`config.mk`:
```
export PLATFORM = sky130hd
export DESIGN_NAME = imem_arbiter
export DESIGN_NICKNAME = d
export VERILOG_FILES = /design/src/rtl/imem_pkg.sv /design/src/rtl/imem_arb_resp.sv /design/src/rtl/imem_arbiter.sv
export SDC_FILE = /design/constraint.sdc
export NUM_CORES = 1
export LEC_CHECK = 0
export CORE_AREA = 2 2 94 96
export CTS_CLUSTER_DIAMETER = 200
export CTS_CLUSTER_SIZE = 24
export DETAILED_ROUTE_END_ITERATION = 7
export DIE_AREA = 0 0 96 98
export GPL_TIMING_DRIVEN = 1
export PLACE_DENSITY = 0.66
export RECOVER_POWER = 100
export SLEW_MARGIN = 30
export SYNTH_ARGS = -nofsm -noshare
export SYNTH_HDL_FRONTEND = slang
export SYNTH_HIERARCHICAL = 1
export SYNTH_SLANG_ARGS = --single-unit
```
`constraint.sdc`:
```
create_clock -name clk -period 2.1 [get_ports clk]
set_input_delay 0.42 -clock clk [delete_from_list [all_inputs] [get_ports clk]]
set_output_delay 0.42 -clock clk [all_outputs]
set_load 0.05 [all_outputs]
```
`src/rtl/imem_pkg.sv`:
```
// Shared types and defaults for the instruction-memory arbiter.
package imem_pkg;

  localparam int unsigned DEF_DEPTH    = 64;
  localparam int unsigned DEF_MAX_WAIT = 4;

  typedef enum logic [1:0] {
    RUN       = 2'd0,
    HALT_PEND = 2'd1,
    HALTED    = 2'd2
  } arb_state_e;

  typedef enum logic [1:0] {
    SEL_NONE  = 2'd0,
    SEL_FETCH = 2'd1,
    SEL_DBG   = 2'd2
  } port_sel_e;

  // word_addr is the byte address with bits [1:0] already dropped
  function automatic logic addr_in_range(input logic [29:0] word_addr,
                                         input int unsigned depth);
    logic [31:0] word;
    word = {2'b00, word_addr};
    return word < depth;
  endfunction

endpackage

```
`src/rtl/imem_arb_resp.sv`:
```
// One-cycle response register: remembers who was granted and steers the
// memory read data (valid one cycle after mem_en) back to that port.
module imem_arb_resp
  import imem_pkg::*;
(
  input  logic        clk,
  input  logic        rst,
  input  port_sel_e   issue_sel,
  input  logic        issue_err,
  input  logic        issue_wr,
  input  logic [31:0] mem_rdata,
  output logic        fetch_rvalid,
  output logic [31:0] fetch_rdata,
  output logic        dbg_rvalid,
  output logic [31:0] dbg_rdata,
  output logic        err
);

  port_sel_e sel_q;
  logic      err_q;
  logic      wr_q;

  always_ff @(posedge clk or posedge rst) begin
    if (rst) begin
      sel_q <= SEL_NONE;
      err_q <= 1'b0;
      wr_q  <= 1'b0;
    end else begin
      sel_q <= issue_sel;
      err_q <= issue_err && (issue_sel != SEL_NONE);
      wr_q  <= issue_wr;
    end
  end

  // Errored accesses and write acknowledges return zero data.
  always_comb begin
    fetch_rvalid = (sel_q == SEL_FETCH);
    dbg_rvalid   = (sel_q == SEL_DBG);
    err          = err_q;
    fetch_rdata  = '0;
    dbg_rdata    = '0;
    if (fetch_rvalid && !err_q)
      fetch_rdata = mem_rdata;
    if (dbg_rvalid && !err_q && !wr_q)
      dbg_rdata = mem_rdata;
  end

endmodule

```
`src/rtl/imem_arbiter.sv`:
```
// Instruction-memory port arbiter: fetch priority with debug aging and a halt
// handshake. Define IMEM_ARB_WRITE_EN to allow debug writes.
module imem_arbiter
  import imem_pkg::*;
#(
  parameter int unsigned DEPTH    = DEF_DEPTH,
  parameter int unsigned MAX_WAIT = DEF_MAX_WAIT
) (
  input  logic                     clk,
  input  logic                     rst,
  input  logic                     fetch_req,
  input  logic [31:0]              fetch_addr,
  output logic                     fetch_gnt,
  output logic                     fetch_rvalid,
  output logic [31:0]              fetch_rdata,
  input  logic                     dbg_req,
  input  logic                     dbg_we,
  input  logic [31:0]              dbg_addr,
  input  logic [31:0]              dbg_wdata,
  input  logic                     dbg_halt,
  output logic                     dbg_halted,
  output logic                     dbg_gnt,
  output logic                     dbg_rvalid,
  output logic [31:0]              dbg_rdata,
  output logic                     err,
  output logic                     mem_en,
  output logic                     mem_we,
  output logic [$clog2(DEPTH)-1:0] mem_addr,
  output logic [31:0]              mem_wdata,
  input  logic [31:0]              mem_rdata
);

  localparam int unsigned AW = $clog2(DEPTH);
  localparam int unsigned WW = $clog2(MAX_WAIT + 1);

  arb_state_e     state_q, state_d;
  logic [WW-1:0]  wait_cnt_q;
  logic           wait_max;
  logic           dbg_we_eff;
  logic [31:0]    dbg_wdata_eff;
  logic           fetch_ok, dbg_ok;
  logic           issue_err;
  port_sel_e      issue_sel;
  logic           unused_bits;

`ifdef IMEM_ARB_WRITE_EN
  assign dbg_we_eff    = dbg_we;
  assign dbg_wdata_eff = dbg_wdata;
  assign unused_bits   = ^{fetch_addr[1:0], dbg_addr[1:0]};
`else
  assign dbg_we_eff    = 1'b0;
  assign dbg_wdata_eff = '0;
  assign unused_bits   = ^{fetch_addr[1:0], dbg_addr[1:0], dbg_we, dbg_wdata};
`endif

  assign wait_max   = (wait_cnt_q == WW'(MAX_WAIT));
  assign fetch_ok   = addr_in_range(fetch_addr[31:2], DEPTH);
  assign dbg_ok     = addr_in_range(dbg_addr[31:2], DEPTH);
  assign dbg_halted = (state_q == HALTED);

  // Grants are held low during reset so every output reads zero.
  always_comb begin
    fetch_gnt = 1'b0;
    dbg_gnt   = 1'b0;
    if (!rst) begin
      if (state_q == RUN) begin
        dbg_gnt   = dbg_req && (!fetch_req || wait_max);
        fetch_gnt = fetch_req && !dbg_gnt;
      end else begin
        dbg_gnt = dbg_req;
      end
    end
  end

  // With a one-cycle response, a fetch granted in the halt-rise cycle is
  // answered during HALT_PEND; without one, HALTED is reached directly.
  always_comb begin
    state_d = state_q;
    case (state_q)
      RUN:       if (dbg_halt) state_d = fetch_gnt ? HALT_PEND : HALTED;
      HALT_PEND: state_d = dbg_halt ? HALTED : RUN;
      HALTED:    if (!dbg_halt) state_d = RUN;
      default:   state_d = RUN;
    endcase
  end

  always_ff @(posedge clk or posedge rst) begin
    if (rst) begin
      state_q    <= RUN;
      wait_cnt_q <= '0;
    end else begin
      state_q <= state_d;
      if (!dbg_req || dbg_gnt)
        wait_cnt_q <= '0;
      else if (!wait_max)
        wait_cnt_q <= wait_cnt_q + 1'b1;
    end
  end

  always_comb begin
    mem_en    = 1'b0;
    mem_we    = 1'b0;
    mem_addr  = '0;
    mem_wdata = '0;
    issue_err = 1'b0;
    issue_sel = SEL_NONE;
    if (dbg_gnt) begin
      issue_sel = SEL_DBG;
      issue_err = !dbg_ok;
      if (dbg_ok) begin
        mem_en   = 1'b1;
        mem_we   = dbg_we_eff;
        mem_addr = dbg_addr[AW+1:2];
        if (dbg_we_eff)
          mem_wdata = dbg_wdata_eff;
      end
    end else if (fetch_gnt) begin
      issue_sel = SEL_FETCH;
      issue_err = !fetch_ok;
      if (fetch_ok) begin
        mem_en   = 1'b1;
        mem_addr = fetch_addr[AW+1:2];
      end
    end
  end

  imem_arb_resp u_resp (
    .clk          (clk),
    .rst          (rst),
    .issue_sel    (issue_sel),
    .issue_err    (issue_err),
    .issue_wr     (dbg_gnt && dbg_we_eff),
    .mem_rdata    (mem_rdata),
    .fetch_rvalid (fetch_rvalid),
    .fetch_rdata  (fetch_rdata),
    .dbg_rvalid   (dbg_rvalid),
    .dbg_rdata    (dbg_rdata),
    .err          (err)
  );

endmodule

```
[Word-level counts from Yosys, hierarchy flattened]
Index checks and enable logic that the tools add are counted.
Word-level totals
  register bits after elaboration: 8
  latch bits: 0
  bits in writable memories: 0
  ROM bits: 0
  input bits: 134
  output and inout bits: 110
  word-level logic and storage cells: 56
  memories: 0
Cells by class
  $add $sub $neg: 1
  multipliers: 0
  div/mod/pow operators: 0
  $lt $le $gt $ge: 2
  eq/ne operators: 8
  shift operators: 0
  multiplexer cells: 25
  bitwise operators: 0
  reduce and logical (&&, ||, !) cells: 16
Operators with widths (number)
  two-way mux 32 bit: 2
  less-than comparator 30 x 7 -> 1 bit, second input constant: 2
  two-way mux 6 bit: 4
  two-way mux 1 bit: 11
  two-way mux 2 bit: 5
  zero test 1 bit: 6
  two-way mux 3 bit: 2
  one-hot mux 2 bit (3 select lines): 1
  logical AND 1 bit: 5
  == test 2 x 1 -> 1 bit, second input constant: 2
  == test 2 bit, second input constant: 2
  != test 2 bit, second input constant: 2
  adder 3 x 1 -> 3 bit, second input constant: 1
  == test 3 bit, second input constant: 1
  zero test 2 bit: 1
  logical OR 1 bit: 2
  != test 2 x 1 -> 1 bit, second input constant: 1
  AND reduction 2 bit: 1
  nonzero test 2 bit: 1

[Logic depth before layout (Yosys ltp)]
Gate-level depths: netlist (run 1).
  depth after elaboration: 11
  depth in mapped cells: 8
  depth with buffers taken out: 8

[Cells and area by module]
Netlist (run 1), hierarchy kept.
Modules (own cells, without submodules)
  imem_arbiter: times used 1, cells an instance 95, area an instance 760.7 um2, sequential area each 125.1 um2
  imem_arb_resp: times used 1, cells an instance 80, area an instance 590.6 um2, sequential area each 100.1 um2

[Worst setup path after synthesis (run 1)]
OpenSTA, ideal clock, no wires.
  path kind: reg-to-output
  from: register wait_cnt_q[0]
  to: output port mem_addr[0]
  arrival: 2.129 ns
  required time: 1.680 ns
  setup slack: -0.449 ns
  cell stages (with the launch flop): 6
  path buffers: 0
  cells stage by stage: dfrtp_1 inv_1 ha_1 nand2_2 a311oi_4 a32o_1
On the way
  elaborated cells between the ends (all ways): 11
  those cells by class: eq/ne (1); mux (6); reduce/logical (4)
RTL lines
  start: declaration: line imem_arbiter.sv:37  | logic [WW-1:0] wait_cnt_q;
  start signal: assignment: line imem_arbiter.sv:96  | wait_cnt_q <= wait_cnt_q + 1'b1;
  == test 3 bit: line imem_arbiter.sv:56  | assign wait_max = (wait_cnt_q == WW'(MAX_WAIT));
  logical OR 1 bit: line imem_arbiter.sv:67  | dbg_gnt = dbg_req && (!fetch_req || wait_max);
  logical AND 1 bit: line imem_arbiter.sv:67
  two-way mux 1 bit: line imem_arbiter.sv:66  | if (state_q == RUN) begin
  two-way mux 1 bit: line imem_arbiter.sv:65  | if (!rst) begin
  named net dbg_gnt: line imem_arbiter.sv:22  | output logic dbg_gnt,
  two-way mux 6 bit: line imem_arbiter.sv:107  | if (dbg_gnt) begin
  end: declaration: line imem_arbiter.sv:28  | output logic [$clog2(DEPTH)-1:0] mem_addr,
The timed path passes the listed nets, and every way through them passes these cells.

[Worst setup path after layout (run 1)]
  from: input port fetch_addr[31]
  to: output port mem_addr[1]
On the way
  word-level cells in the longest chain between the ends: 4
Ends and longest elaborated chain
  start: declaration: line imem_arbiter.sv:12  | input logic [31:0] fetch_addr,
  less-than comparator 30 x 7 -> 1 bit: line imem_pkg.sv:24  | return word < depth;
  two-way mux 6 bit: line imem_arbiter.sv:120  | if (fetch_ok) begin
  two-way mux 6 bit: line imem_arbiter.sv:117  | end else if (fetch_gnt) begin
  two-way mux 6 bit: line imem_arbiter.sv:107
Every way passes these cells.

==> flow_summary.ini, run 1 <==
[cells_and_area]
drive_gt1_share_pct = 35.2
fill_cells = 774
num_antenna_cells = 0
final_area_um2 = 4020
area_delta_synth_final_pct = 197
finalNetCount = 501
final_cells = 472

[sta]
rsz0062_at_grt = yes
period_needed_ns = 2.17
final-setup-viol-count = 7
final.setup_skew_ns = 0.000666
fmax_mhz = 462
worst_slack_ns = -0.0655
drv_slew = 0
hold_slack_ns = 0.390
hold_viol_final = 0
timing.final.crit_share_pct = 103
totalNegativeSetupSlack_ns = -0.381

[synthesis]
synth_top_area_share_pct = 29.6
yosysMostFrequentCell = and2_1
synth_ff_type = dfrtp_1
synth-seq-area-share_pct = 16.7
synth_common_cells = and2_1 (64), buf_4 (33), nor4_1 (12), dfrtp_1 (9), inv_1 (7)
avgSynthCellArea_um2 = 7.72
ys_seq_elements = 9
yosysWarnings = 6
syn-cell-area_um2 = 1350
ys_types = 30
ys_async_sr_fraction_pct = 100
ys_top_cells_by_area = and2_1 (30%), buf_4 (18%), dfrtp_1 (17%)
yosys.area.top_type = and2_1
syn_inst = 175
synth_edf_count = 0

[global_route]
grt_max_degree = 33
grt_pass1_vias = 1815
antenna_found_initial = 0
grt_pass1_wl_um = 8700
gr-total-overflow = 0
grt_usage_pct = 11.6

[floorplan]
start_util_pct = 16.0
die-area_um2 = 9410
die_height_um = 98
ios = 244
coreArea_um2 = 8470
rows = 34
die_w_um = 96

[setup_path]
r2r_cells = 10
end_kind = output pin
critPathKind = in -> out
crit_buf_inv = 2
cpMaxStageDelayCell = nor3_4
worstPathCellList = clkdlybuf4s15_1, nor4_1, nand4_1, nor3_4, a32o_2, buf_12
rr_startpoint = wait_cnt_q[0]
path_delay_family = simple AND/OR/NAND/NOR gates
worstReg2RegEnd = u_resp/err
cp_max_fo = 7
worstPathArrival_ns = 1.75
slowest_delay_ns = 0.34
required_ns = 1.68
critPathLaunchType = primary input
ff2ff_setup_slack_ns = 0.45

[outcome]
violations = negative setup slack
status = finished with violations

[routing]
dr_total_vias = 1833
dr.pass1.iters = 3
drtIter0Drc = 12
via_per_inst = 3.88
drtAntennaViolNets = 0
drc_errors = 0
avgRoutedWirePerCell_um = 12.5
routed_wl_um = 5890

[clocking]
cts.sinks = 9
cts_buffer_depth = 2
ctsHoldBuffers = 0
clkLatencyLatePin_ns = 0.22
cts-htree-levels = 1
cts_buffers = 3
root_buffer = clkbuf_8
cts_tree = built
clk_pin_slew_ns = 0.04

[min_path]
min_path_type = in -> async

[place]
dpl.hpwl_um = 5160
dpl.cell_count = 459
placed_cell_area_um2 = 3910
port_buffers = 173
gp_congestion = 0.714

[power]
p_leak_nw = 1.80
power.total_mw = 1.17
power_density_nw_per_um2 = 290
peakVddDrop_mv = 0.309

[run]
cap_viol_max_count = 0
[through the flow]
stage | setup slack, ns | util, %
2_1_floorplan | -0.195 | -
3_3_place_gp | -0.392 | 46.1
3_5_place_dp | -0.372 | 46.1
4_1_cts | -0.0778 | 47.2
5_1_grt | -0.149 | 47.4
6_report | -0.0655 | 47.4
[layout make-up]
type	count	area (um2)	area share, %
Clock buffer	4	45.0	1.12
Inverter	7	26.3	0.654
Sequential cell	9	225	5.61
Tap cell	108	135	3.36
Timing Repair Buffer	191	2540	63.4
Multi-Input combinational cell	153	1040	25.9
[cell usage in the layout (no fill, tap or decap), types with 2 or more instances in the layout]
cell	Yosys	layout
nand4_1	2	2
clkdlybuf4s15_1	0	12
buf_12	0	75
nor2_1	6	6
a32o_2	0	6
inv_1	7	4
nor2b_1	3	3
nand2_1	6	6
clkbuf_1	0	3
o21ai_0	2	2
clkbuf_2	6	6
conb_1	1	34
dlymetal6s2s_1	0	2
buf_4	33	17
dfrtp_1	9	9
nor4_1	12	3
nor4_2	0	9
dlygate4sd2_1	0	30
clkbuf_8	0	3
inv_2	0	3
clkdlybuf4s50_1	0	47
and2_1	64	64
[power by group]
group	switching (mW)	leakage (nW)	internal, mW
Combinational	0.428	1.66	0.346
Sequential	0.0138	0.118	0.186
Clock	0.0598	0.0228	0.132
[worst min-delay path, cell delays in order]
cell and delay, ns:
dlygate4sd2_1 0.25, clkbuf_1 0.14, inv_1 0.15
[routing by layer]
| metal | vias up | part of all wire (%) | global-route usage (%) |
|---|---|---|---|
| li1 | 893 | - | - |
| met1 | 831 | 33 | 11.7 |
| met2 | 103 | 56 | 22.8 |
| met3 | 6 | 10 | 3.24 |
| met4 | 0 | 1.2 | 2.64 |
| met5 | - | 0 | 0 |
[sequential cells by signal, indices dropped and copies added (netlist names)]
register,count
wait_cnt_q,3
state_q,2
u_resp/sel_q,2
u_resp/err,1
u_resp/wr_q,1
[worst max-delay path by stage]
stage | cells past startpoint | startpoint | to | slack [ns]
finish | 6 | fetch_addr[31] | mem_addr[1] | -0.07
global route | 7 | wait_cnt_q[0] | mem_addr[4] | -0.15
CTS | 7 | wait_cnt_q[1] | mem_addr[1] | -0.08
detailed placement | 6 | fetch_addr[12] | mem_addr[1] | -0.37
global placement | 6 | fetch_addr[12] | mem_addr[4] | -0.39
floorplan | 5 | wait_cnt_q[1] | mem_addr[0] | -0.20
[cell families (layout without fill, tap and decap cells)]
logic type,count (synthesis),count (layout),share of synthesized area [%]
buffers and inverters,46,202,22.5
DFF,9,9,16.7
other,1,34,0.278
AOI/OAI and AO/OA,13,13,9.72
and+or+nand+nor,102,102,47.7
adders and majority gates,2,2,1.85
xor gates and xnor gates,2,2,1.30
[repair_timing]
action | CTS | global route
pin swaps | 22 | 18
endpoints found under the setup margin | 7 | 8
resized for setup | 66 | 20
buffers inserted | 7 | 2
Power figures use the tool's default switching activity.
==> run 2: changes to the inputs <==
Settings changed: PLACE_DENSITY 0.66 to 0.65, SYNTH_HIERARCHICAL 1 to unset.
==> run 2 against run 1 <==
  * The run still ends with negative setup slack left
  * Power grew 1.3%
  * Via count is 1.9% lower
  * Count of clock-buffer cells in the layout down 1
  * Sequential share of layout area decreased by 0.63 points
  * Global-route usage is 0.086 points lower
  * Sequential cell count decreased by 1
  * Critical path type unchanged
  * Highest routed layer unchanged
  * Sequential power down 11%
  * Clock power shrank 5%
  * Die area did not move
  * Maximum frequency decreased by 3.2%
==> flow_summary.ini, run 2 <==
[sta]
rsz0062_at_grt = yes
worst_slack_ns = -0.137
period_needed_ns = 2.24
final.setup_skew_ns = 0.000824
timing.final.crit_share_pct = 107
final-setup-viol-count = 7
maxSlewHeadroom_pct = 64.1
worst-slew-pin-transition_ns = 0.537
drv_slew = 0
fmax_mhz = 447
hold_viol_final = 0
totalNegativeSetupSlack_ns = -0.809

[setup_path]
slowest_delay_ns = 0.42
end_kind = output pin
cpMaxStageDelayCell = clkdlybuf4s50_1
required_ns = 1.68
critPathKind = in -> out
path_delay_family = buffers and inverters
critPathLaunchType = primary input
worstPathCellList = clkdlybuf4s50_1, nor4_2, nand4_1, nor2_1, buf_4, a32o_2, buf_12
crit_buf_inv = 3
worstPathArrival_ns = 1.82
cp_max_fo = 7

[routing]
drtAntennaViolNets = 0
drc_errors = 0
dr_total_vias = 1799
avgRoutedWirePerCell_um = 12.3
routed_wl_um = 5820
dr.pass1.iters = 3
via_per_inst = 3.81
drtIter0Drc = 15

[floorplan]
die_height_um = 98
die-area_um2 = 9410
start_util_pct = 15.2
coreArea_um2 = 8470
rows = 34
die_w_um = 96
ios = 244

[cells_and_area]
top_regs = wait_cnt_q (3), state_q (2), u_resp.sel_q (2)
regMostFlops = wait_cnt_q
num_antenna_cells = 0
postLayoutCoreUtil_pct = 47.5
final_cell_mix = buf_12 (75), and2_1 (64), clkdlybuf4s50_1 (50)
final_area_um2 = 4020
fill_cells = 793
final_common_cell = buf_12
drive_gt1_share_pct = 36.0
finalNetCount = 502
final_cells = 472
largest_reg_flops = 3
area_delta_synth_final_pct = 212

[clocking]
cts_tree = built
root_buffer = clkbuf_8
cts-htree-levels = 1
cts.sinks = 8
cts_buffer_depth = 2
clkLatencyLatePin_ns = 0.23
clk_pin_slew_ns = 0.04
ctsHoldBuffers = 0
cts_buffers = 3

[global_route]
antenna_found_initial = 0
grt_usage_pct = 11.5
grt_pass1_wl_um = 8560
grt_pass1_vias = 1715
grt_max_degree = 33
gr-total-overflow = 0

[outcome]
violations = negative setup slack
status = finished with violations

[power]
power_density_nw_per_um2 = 294
power.total_mw = 1.18
peakVddDrop_mv = 0.279
p_leak_nw = 1.80

[synthesis]
avgSynthCellArea_um2 = 7.49
yosysMostFrequentCell = and2_1
synth_edf_count = 0
syn-cell-area_um2 = 1290
synth_top_area_share_pct = 31.1
yosysWarnings = 0
synth_common_cells = and2_1 (64), buf_4 (33), nor4_1 (12), dfrtp_1 (8)
syn_inst = 172
synth-seq-area-share_pct = 15.5
ys_seq_elements = 8
synth_ff_type = dfrtp_1
ys_types = 28
yosys.area.top_type = and2_1
ys_top_cells_by_area = and2_1 (31%), buf_4 (19%), dfrtp_1 (16%)
ys_async_sr_fraction_pct = 100

[place]
dpl.hpwl_um = 5050
placed_cell_area_um2 = 3870
gp_congestion = 0.722
dpl.cell_count = 457
port_buffers = 173

[min_path]
min_path_type = in -> async

[run]
cap_viol_max_count = 0
run 2: metal layers:
metal,track usage (%),up-vias,wire [um]
met3,3.16,4,615
met5,0,-,0
met2,22.9,106,3330
met1,11.7,800,1850
li1,-,889,-
met4,1.98,0,27
run 2: final timing paths:
kind,from,slack [ns],cells past startpoint,endpoint
setup / recovery,dbg_addr[18],-0.14,7,mem_addr[5]
hold / removal,rst,0.50,3,state_q[1]
setup reg to reg,wait_cnt_q[1],0.50,8,wait_cnt_q[2]
hold reg to reg,wait_cnt_q[1],0.58,2,wait_cnt_q[1]
max in group asynchronous,rst,1.30,3,wait_cnt_q[2]
min in group clk,wait_cnt_q[1],0.58,2,wait_cnt_q[1]
run 2: power breakdown:
part / internal (mW) / switching (mW) / leakage, nW
Sequential: 0.167 / 0.0123 / 0.105
Clock: 0.124 / 0.0572 / 0.0216
Combinational: 0.367 / 0.454 / 1.67
run 2: logic make-up (layout without fill, tap and decap cells):
group / after synthesis / in the layout / share of synthesized area [%]
buffers and inverters: 45 / 205 / 22.7
xor gates and xnor gates: 2 / 2 / 1.36
and+or+nand+nor: 102 / 102 / 48.4
DFF: 8 / 8 / 15.5
AOI/OAI and AO/OA: 12 / 12 / 9.72
other: 1 / 33 / 0.291
adders and majority gates: 2 / 2 / 1.94
run 2: area by class of cell:
class                      instances  area (um2)  share of cell area (%)
timing repair buffer             196        2600                    64.6
multi-input combinational        151        1020                    25.4
sequential                         8         200                    4.98
tap                              108         135                    3.36
clock buffer                       3        41.3                    1.03
inverter                           6        22.5                   0.560
run 2: metrics by stage:
step	setup WS, ns	hold WS (ns)
4_1_cts	-0.115	0.354
5_1_grt	-0.219	0.564
3_5_place_dp	-0.403	0.588
3_3_place_gp	-0.374	0.564
6_report	-0.137	0.498
2_1_floorplan	-0.176	0.250
run 2: worst reg2reg max path: cells and delay by family, from the launching register on:
| family | cells | cell delay (ns) |
|---|---|---|
| AO/OA/AOI/OAI | 1 | 0.27 |
| adder cells (fa/ha/maj) | 1 | 0.14 |
| buffers and inverters | 3 | 0.38 |
| flip-flops | 1 | 0.40 |
| AND/OR/NAND/NOR | 3 | 0.31 |
run 2: what timing repair did:
action | 4_1_cts | 5_1_grt
resized for setup | 63 | 12
pin swaps | 21 | 10
cloned | 0 | 0
setup buffers | 9 | 3
setup endpoints to repair | 8 | 9
==> run 3: changes to the inputs <==
--- a/config.mk
+++ b/config.mk
@@ -8,2 +8,3 @@
 export CORE_AREA = 2 2 94 96
+export CTS_BUF_LIST = sky130_fd_sc_hd__clkbuf_4
 export CTS_CLUSTER_DIAMETER = 200
@@ -14,3 +15,3 @@
 export PLACE_DENSITY = 0.65
-export RECOVER_POWER = 100
+export RECOVER_POWER = 25
 export SLEW_MARGIN = 30
--- a/constraint.sdc
+++ b/constraint.sdc
@@ -3,2 +3,2 @@
 set_output_delay 0.42 -clock clk [all_outputs]
-set_load 0.05 [all_outputs]
+set_load 0.01 [all_outputs]
==> run 3 against run 2 <==
  * The flow still finishes with violations (negative setup slack)
  * Sequential share of layout area rose by 1.4 points
  * Maximum frequency rose by 4.8%
  * Sequential power fell by 2%
  * Via count rose by 1.2%
  * Clock skew barely moved
  * Power fell by 37%
  * First-iteration DRC count did not move
  * Combinational power fell by 44%
  * Non-clock buffer count rose by 10
  * Hold slack got worse by 0.0084 ns
  * Largest cell class unchanged
==> flow_summary.ini, run 3 (synthesized netlist as in run 2, its figures left out) <==
[clocking]
cts_buffers = 3
cts.sinks = 8
clkLatencyLatePin_ns = 0.25
clk_pin_slew_ns = 0.05
cts_tree = built
cts_buffer_depth = 2
ctsHoldBuffers = 0
cts-htree-levels = 1
root_buffer = clkbuf_4

[global_route]
gr-total-overflow = 0
grt_usage_pct = 10.2
antenna_found_initial = 0
grt_pass1_vias = 1729
grt_pass1_wl_um = 7780
grt_max_degree = 23

[floorplan]
die_height_um = 98
die-area_um2 = 9410
coreArea_um2 = 8470
rows = 34
die_w_um = 96
start_util_pct = 15.2
ios = 244

[place]
port_buffers = 173
placed_cell_area_um2 = 3190
gp_congestion = 0.720
dpl.hpwl_um = 4820

[setup_path]
critPathLaunchType = flip-flop
worstPathArrival_ns = 1.71
cp_common_cell = buf_6
ff2ff_setup_slack_ns = 0.62
rr_startpoint = wait_cnt_q[1]
critPathKind = reg -> out
worstReg2RegEnd = wait_cnt_q[2]
worstPathCellList = inv_2, ha_4, nand2_4, o2111ai_4, nor3_4, buf_6, a32o_2, buf_6
r2r_cells = 8
cp_max_fo = 6
slowest_delay_ns = 0.38
cpMaxStageDelayCell = dfrtp_1
end_kind = output pin
required_ns = 1.68

[cells_and_area]
largest_reg_flops = 3
final_cell_mix = dlygate4sd2_1 (74), and2_1 (64), clkdlybuf4s50_1 (51)
top_regs = wait_cnt_q (3), state_q (2), u_resp.sel_q (2)
postLayoutCoreUtil_pct = 37.0
area_delta_synth_final_pct = 144
drive_gt1_share_pct = 26.2
seqCellArea_um2 = 200
regMostFlops = wait_cnt_q
final_area_um2 = 3140
fill_cells = 895
multi_input_area_um2 = 1020
num_antenna_cells = 0
finalNetCount = 512
final_common_cell = dlygate4sd2_1

[sta]
final.setup_skew_ns = 0.000911
worst_slack_ns = -0.0344
timing.final.crit_share_pct = 102
rsz0062_at_grt = yes
final-setup-viol-count = 5
fmax_mhz = 469
period_needed_ns = 2.13
hold_viol_final = 0
drv_slew = 0

[power]
p_leak_nw = 1.71
power.total_mw = 0.748
power_density_nw_per_um2 = 239
peakVddDrop_mv = 0.122

[routing]
drtIter0Drc = 15
dr_total_vias = 1821
routed_wl_um = 5390
dr.pass1.iters = 3
drtAntennaViolNets = 0
avgRoutedWirePerCell_um = 11.2
via_per_inst = 3.78
drc_errors = 0

[outcome]
violations = negative setup slack
status = finished with violations

[run]
cap_viol_max_count = 0

[min_path]
min_path_type = in -> async
-- run 3: power breakdown --
part	internal, mW	switching [mW]	total (mW)
logic	0.272	0.187	0.459
registers	0.166	0.00855	0.175
clock network	0.0652	0.0498	0.115
-- run 3: area by class of cell --
| class | instances | share of cell area (%) |
|---|---|---|
| Clock buffer | 3 | 0.718 |
| Inverter | 6 | 0.718 |
| Multi-Input combinational cell | 151 | 32.5 |
| Sequential cell | 8 | 6.38 |
| Tap cell | 108 | 4.31 |
| Timing Repair Buffer | 206 | 55.4 |
-- run 3: worst max path at each step --
stage	cells past startpoint	startpoint	endpoint	slack, ns
6_report	8	wait_cnt_q[1]	mem_addr[3]	-0.03
5_1_grt	8	wait_cnt_q[1]	mem_addr[5]	-0.11
4_1_cts	8	wait_cnt_q[1]	mem_addr[3]	-0.07
3_5_place_dp	6	fetch_addr[18]	mem_addr[3]	-0.81
3_3_place_gp	6	fetch_addr[18]	mem_addr[3]	-0.79
2_1_floorplan	5	wait_cnt_q[0]	mem_addr[0]	0.19
-- run 3: repair_timing --
item                       4_1_cts  5_1_grt
resized for setup              190       52
buffers inserted                 8        4
setup endpoints to repair       73       29
pin swaps                       28       15
-- run 3: through the flow --
| stage | hold slack, ns | setup WS (ns) | std cells | TNS [ns] |
|---|---|---|---|---|
| after CTS | 0.396 | -0.0679 | 478 | -0.282 |
| after detailed placement | 0.625 | -0.809 | 467 | -6.18 |
| after floorplan | 0.250 | 0.187 | 204 | 0 |
| after global routing | 0.524 | -0.107 | 482 | -0.625 |
| after global placement | 0.617 | -0.788 | 467 | -6.12 |
| final | 0.490 | -0.0344 | 482 | -0.0767 |
-- run 3: critical path, delay by kind of cell (launching register included) --
| family | cells | cell delay, ns |
|---|---|---|
| AOI/OAI and AO/OA | 2 | 0.47 |
| adders and majority gates | 1 | 0.14 |
| buffers and inverters | 3 | 0.32 |
| DFF | 1 | 0.38 |
| and+or+nand+nor | 2 | 0.15 |
-- run 3: routing by layer --
layer  track usage, %  share of wire (%)  wire (um)
met5                0                  0          0
met4             2.53               0.72         39
met3             3.09                 14        736
met2             20.2                 51       2780
met1             10.0                 34       1840
